<file path="config.mk">
export PLATFORM = sky130hd
export DESIGN_NAME = reg_cut_timeout
export DESIGN_NICKNAME = d
export VERILOG_FILES = /design/src/rtl/reg_cut_pkg.sv /design/src/rtl/reg_timeout_cnt.sv /design/src/rtl/reg_cut_timeout.sv
export SDC_FILE = /design/constraint.sdc
export NUM_CORES = 1
export LEC_CHECK = 0
export CAP_MARGIN = 20
export CORE_MARGIN = 3
export CORE_UTILIZATION = 40
export DETAILED_ROUTE_END_ITERATION = 16
export PLACE_DENSITY = 0.71
export SLEW_MARGIN = 20
export SYNTH_ARGS = -nofsm -noshare
export SYNTH_HDL_FRONTEND = slang
export SYNTH_HIERARCHICAL = 1
export SYNTH_SLANG_ARGS = --single-unit
</file>
<file path="constraint.sdc">
create_clock -name clk_i -period 4.75 [get_ports clk_i]
set_clock_uncertainty 0.1 [all_clocks]
set_input_delay 0.475 -clock clk_i [delete_from_list [all_inputs] [get_ports clk_i]]
set_output_delay 0.475 -clock clk_i [all_outputs]
set_load 0.03 [all_outputs]
</file>
<file path="src/rtl/reg_cut_pkg.sv">
// Shared types for the register-interface cut: FSM state encoding and the
// default request/response structs used by the cut and its environment.
package reg_cut_pkg;

    localparam int unsigned REG_AW = 32;
    localparam int unsigned REG_DW = 32;
    localparam int unsigned REG_SW = REG_DW / 8;

    typedef enum logic [1:0] {
        IDLE    = 2'd0,
        ISSUE   = 2'd1,
        RESPOND = 2'd2
    } reg_cut_state_e;

    typedef struct packed {
        logic [REG_AW-1:0] addr;
        logic              write;
        logic [REG_DW-1:0] wdata;
        logic [REG_SW-1:0] wstrb;
        logic              valid;
    } reg_req_t;

    typedef struct packed {
        logic [REG_DW-1:0] rdata;
        logic              error;
        logic              ready;
    } reg_rsp_t;

endpackage

</file>
<file path="src/rtl/reg_timeout_cnt.sv">
// Saturating wait counter for the ISSUE phase; expired flags the last
// permitted cycle. TimeoutCycles = 0 turns the timeout off entirely.
module reg_timeout_cnt #(
    parameter int unsigned TimeoutCycles = 256
) (
    input  logic clk_i,
    input  logic rst_i,
    input  logic clr,
    input  logic en,
    output logic expired
);

    localparam int unsigned CW = (TimeoutCycles > 1) ? $clog2(TimeoutCycles) : 1;
    localparam logic [CW-1:0] LAST = CW'((TimeoutCycles == 0) ? 0 : TimeoutCycles - 1);

    logic [CW-1:0] r_cnt;

    assign expired = (TimeoutCycles != 0) && en && (r_cnt == LAST);

    // Holds at LAST instead of wrapping, so a stalled ISSUE never re-arms.
    always_ff @(posedge clk_i) begin
        if (rst_i || clr) begin
            r_cnt <= '0;
        end else if (en && !expired) begin
            r_cnt <= r_cnt + CW'(1);
        end
    end

endmodule

</file>
<file path="src/rtl/reg_cut_timeout.sv">
// Register-interface pipeline cut: every output comes from a flop or the FSM
// state, and a stalled downstream is answered with an error after a timeout.
module reg_cut_timeout
    import reg_cut_pkg::*;
#(
    parameter type             req_t         = logic,
    parameter type             rsp_t         = logic,
    parameter int unsigned     DW            = 32,
    parameter int unsigned     TimeoutCycles = 256,
    parameter logic [DW-1:0]   TimeoutRdata  = 32'hDEAD_BEEF
) (
    input  logic clk_i,
    input  logic rst_i,
    input  req_t in_req_i,
    output rsp_t in_rsp_o,
    output req_t out_req_o,
    input  rsp_t out_rsp_i,
    output logic timeout_o,
    output logic busy_o
);

    reg_req_t       w_in_req;
    reg_rsp_t       w_out_rsp;
    reg_req_t       w_out_req;
    reg_rsp_t       w_in_rsp;

    reg_cut_state_e r_state;
    reg_cut_state_e w_state_next;
    logic           w_capture;
    logic           w_accept;
    logic           w_timeout;
    logic           w_expired;

    logic [REG_AW-1:0] r_addr;
    logic              r_write;
    logic [REG_DW-1:0] r_wdata;
    logic [REG_SW-1:0] r_wstrb;
    logic [DW-1:0]     r_rdata;
    logic              r_error;
    logic              r_timeout;

    assign w_in_req  = reg_req_t'(in_req_i);
    assign w_out_rsp = reg_rsp_t'(out_rsp_i);

    always_ff @(posedge clk_i) begin
        if (rst_i) begin
            r_state <= IDLE;
        end else begin
            r_state <= w_state_next;
        end
    end

    // NOTE: every signal gets a default before the case so no path leaves one unassigned (no latches).
    always_comb begin
        w_state_next = r_state;
        w_capture    = 1'b0;
        w_accept     = 1'b0;
        w_timeout    = 1'b0;
        unique case (r_state)
            IDLE: begin
                if (w_in_req.valid) begin
                    w_capture    = 1'b1;
                    w_state_next = ISSUE;
                end
            end
            ISSUE: begin
                // A ready in the expiry cycle wins over the timeout.
                if (w_out_rsp.ready) begin
                    w_accept     = 1'b1;
                    w_state_next = RESPOND;
                end else if (w_expired) begin
                    w_timeout    = 1'b1;
                    w_state_next = RESPOND;
                end
            end
            RESPOND: begin
                w_state_next = IDLE;
            end
            default: begin
                w_state_next = IDLE;
            end
        endcase
    end

    reg_timeout_cnt #(
        .TimeoutCycles(TimeoutCycles)
    ) u_timeout_cnt (
        .clk_i  (clk_i),
        .rst_i  (rst_i),
        .clr    (w_capture),
        .en     (r_state == ISSUE),
        .expired(w_expired)
    );

    // NOTE: sequential state uses non-blocking assignments only; captured fields are reset so out_req_o reads zero after reset.
    always_ff @(posedge clk_i) begin
        if (rst_i) begin
            r_addr    <= '0;
            r_write   <= 1'b0;
            r_wdata   <= '0;
            r_wstrb   <= '0;
            r_rdata   <= '0;
            r_error   <= 1'b0;
            r_timeout <= 1'b0;
        end else begin
            r_timeout <= w_timeout;
            if (w_capture) begin
                r_addr  <= w_in_req.addr;
                r_write <= w_in_req.write;
                r_wdata <= w_in_req.wdata;
                r_wstrb <= w_in_req.wstrb;
            end
            if (w_accept) begin
                r_rdata <= DW'(w_out_rsp.rdata);
                r_error <= w_out_rsp.error;
            end else if (w_timeout) begin
                r_rdata <= TimeoutRdata;
                r_error <= 1'b1;
            end
        end
    end

    always_comb begin
        w_out_req.addr  = r_addr;
        w_out_req.write = r_write;
        w_out_req.wdata = r_wdata;
        w_out_req.wstrb = r_wstrb;
        w_out_req.valid = (r_state == ISSUE);

        w_in_rsp = '0;
        if (r_state == RESPOND) begin
            w_in_rsp.rdata = REG_DW'(r_rdata);
            w_in_rsp.error = r_error;
            w_in_rsp.ready = 1'b1;
        end
    end

    assign out_req_o = req_t'(w_out_req);
    assign in_rsp_o  = rsp_t'(w_in_rsp);
    assign timeout_o = r_timeout;
    assign busy_o    = (r_state != IDLE);

endmodule

</file>
==> impl_metrics.tcl <==
set metrics [dict create \
    crit_type "flip-flop to output port" \
    hold_viol_final 0 \
    slowest_delay_ns 0.74 \
    fillers 132 \
    r2r_start "u_timeout_cnt/r_cnt[0]" \
    power_leakage_nw 0.2563 \
    cts-root-buf "clkbuf_4" \
    regArea_um2 220.2 \
    netlist_area_um2 615.6 \
    setup_viol 0 \
    area_delta_synth_final_pct 16.26 \
    maxCapViolCount 0 \
    wire_per_inst_um 13.10 \
    outcome "completed" \
    period_minus_slack_ns 2.329 \
    grt_first_pass_wirelength_um 1987 \
    cts_tree "built" \
    holdPathEnd "u_timeout_cnt/r_cnt[1]" \
    reg2reg_to "r_state[0]" \
    grt_overflow 0 \
    insertion_delay_ns 0.27 \
    drtAntennaViolNets 0 \
    cts.clk_slew.worst_paths_ns 0.06 \
    numPortBuffers 7 \
    syn_nets 69 \
    ys_ff_latch 11 \
    die_w_um 45.23 \
    worstSetupStartpointType "flip-flop" \
    min_from "u_timeout_cnt/r_cnt[1]" \
    syn_inst 64 \
    critPathRequiredTime_ns 4.18 \
    h-tree-depth 1 \
    dr.pass1.iters 4 \
    cp_max_fo 7 \
    numCtsBuffers 3 \
    start_util 0.4505 \
    antennaDiodeCount 0 \
    critPathTopFamily "buffers and inverters" \
    hp-class "flip-flop to flip-flop" \
    p_int_mw 0.1364 \
    io_pins 8 \
    drive_gt1_frac 0.1644 \
    power.share.clock 0.347 \
    synth_area_leaders "dfxtp_1, a2111oi_4, nand2_1" \
    multi_input_area_um2 376.6 \
    yosysTopAreaCell "dfxtp_1" \
    dieArea_um2 2046 \
    post_cts_buffers 0 \
    ctsHoldBuffers 0 \
    crit_slowest_cell "clkdlybuf4s50_1" \
    ys_warn_count 6 \
    hpwl_um 861.5 \
    grt_pass1_vias 466 \
    grt_max_degree 10 \
    grt_usage 0.1418 \
    antenna_found_initial 0 \
    relSlewSlack 0.6461 \
    via_count 504 \
    whs_ns 0.3937 \
    row_count 13 \
    slew_violations 0 \
    p_comb_frac 0.127 \
    nNetsFinal 79 \
    core_area_um2 1366 \
    yosys.area.top_type_share 0.3577 \
    p_switching_mw 0.04511 \
    fin_crit_sh 0.4904 \
    avgSynthCellArea_um2 9.619 \
    routed_wl_um 1153 \
    clk_path_buf_depth 2 \
    peakVddDrop_uv 157.5 \
    fin_setup_tns_ns 0 \
    gp_congestion 0.7848 \
    seqPwrFrac 0.526 \
    die_y_um 45.23 \
    rsz0062_at_grt "no" \
    drt_iter0_markers 2 \
    cp.buffers_inverters 1 \
    crit_path_end_kind "output port" \
    r2r_cells 5 \
    powerDensity_nw_per_um2 253.6 \
    hold_depth 2 \
    ys_types 34 \
    swShare 0.2485 \
    drcViolationCount 0 \
    post_cts_resized 0 \
    rrSetupSlack_ns 2.94 \
    maxClockFrequency_mhz 429.3 \
    synth.yosys.seq_area_share 0.3577 \
    worst_slew_pin_slew_ns 0.5289 \
    cts_sinks 11 \
    worstPathCellList "nor2b_1 > clkdlybuf4s50_1" \
    cp.arrival_ns 1.75 \
    startpoint "r_state[0]" \
    routed_via_density 5.727 \
]
## state kept, by name, summed over array words and instances, names as in the netlist
| name | count |
|---|---|
| r_state | 2 |
| timeout_o | 1 |
| u_timeout_cnt/r_cnt | 8 |
## Yosys cell counts
cell type / count
or3b_1: 2
nand2_1: 7
mux2i_1: 2
and3_4: 1
nor2_1: 4
o21ai_0: 2
nor3b_2: 1
nand4b_1: 1
nand2b_2: 1
nor4_1: 1
a211oi_2: 1
nand3_1: 1
or3_1: 1
nor2b_1: 1
dfxtp_1: 11
nand2_4: 1
a2111oi_4: 1
or2_1: 1
a31oi_1: 1
nand3b_1: 1
and3_1: 2
a21boi_2: 1
a211oi_1: 1
nor4bb_1: 1
and3b_1: 1
inv_1: 1
buf_4: 2
and2b_2: 1
a2111oi_2: 1
a21oi_1: 4
and4_1: 2
nand4_1: 3
ha_1: 1
a41oi_1: 1
## worst max path at each step
stage | end | slack [ns] | cells past startpoint
4_1_cts | out_req_o | 2.41 | 2
3_3_place_gp | u_timeout_cnt/r_cnt[4] | 2.70 | 6
6_report | out_req_o | 2.42 | 2
3_5_place_dp | u_timeout_cnt/r_cnt[4] | 2.63 | 6
2_1_floorplan | u_timeout_cnt/r_cnt[5] | 2.84 | 4
5_1_grt | out_req_o | 2.31 | 2
## per-stage QoR
stage               std cells  total power, mW    util  area, um2  setup slack (ns)
floorplan                  64           0.1111       -      615.6             2.837
global placement           84           0.1201  0.5046      689.4             2.699
detailed placement         84           0.1206  0.5046      689.4             2.627
CTS                        88           0.1853  0.5238      715.7             2.407
global route               88           0.1912  0.5238      715.7             2.313
finish                     88           0.1815  0.5238      715.7             2.421
## final cells by class
| cell class | instances | share of cell area |
|---|---|---|
| Clock buffer | 4 | 0.03671 |
| Inverter | 1 | 0.005245 |
| Multi-Input combinational cell | 50 | 0.5262 |
| Sequential cell | 11 | 0.3077 |
| Tap cell | 15 | 0.02622 |
| Timing Repair Buffer | 7 | 0.09790 |
## routing by layer
metal  track usage  wire, um
met1        0.1683       531
met2        0.2090       532
met3       0.04781        45
met4        0.1053        43
met5             0         0
## power by group through the flow
stage | registers [mW] | logic [mW] | clock network (mW)
2_1_floorplan | 0.0971 | 0.0140 | 0
3_3_place_gp | 0.0975 | 0.0226 | 0
3_5_place_dp | 0.0976 | 0.0229 | 0
4_1_cts | 0.0954 | 0.0230 | 0.0669
5_1_grt | 0.0957 | 0.0249 | 0.0706
6_report | 0.0955 | 0.0230 | 0.0630
## worst reg2reg max path: cells and delay by family, from the launching register on
family / cells / cell delay (ns)
compound gates: 1 / 0.17
fa+ha+maj: 1 / 0.26
flops: 1 / 0.34
simple gates: 3 / 0.86
## cell usage in the layout (no fill, tap or decap), drive strengths merged, types with 2 or more instances in the layout
| master | netlist | final |
|---|---|---|
| nor2 | 4 | 4 |
| and3 | 3 | 3 |
| nand4 | 3 | 3 |
| nand2 | 8 | 8 |
| mux2i | 2 | 2 |
| o21ai | 2 | 2 |
| dfxtp | 11 | 11 |
| and4 | 2 | 2 |
| clkbuf | 0 | 4 |
| a21oi | 4 | 4 |
| clkdlybuf4s50 | 0 | 7 |
| a2111oi | 2 | 2 |
| or3b | 2 | 2 |
| a211oi | 2 | 2 |
## kinds of logic after synthesis
group           count (synthesis)  share of synthesized area
simple gates                   34                     0.3659
compound gates                 13                     0.1931
flops                          11                     0.3577
buf+inv                         3                    0.03047
mux                             2                    0.03252
fa+ha+maj                       1                    0.02032
(Power assumes the default switching activity.)
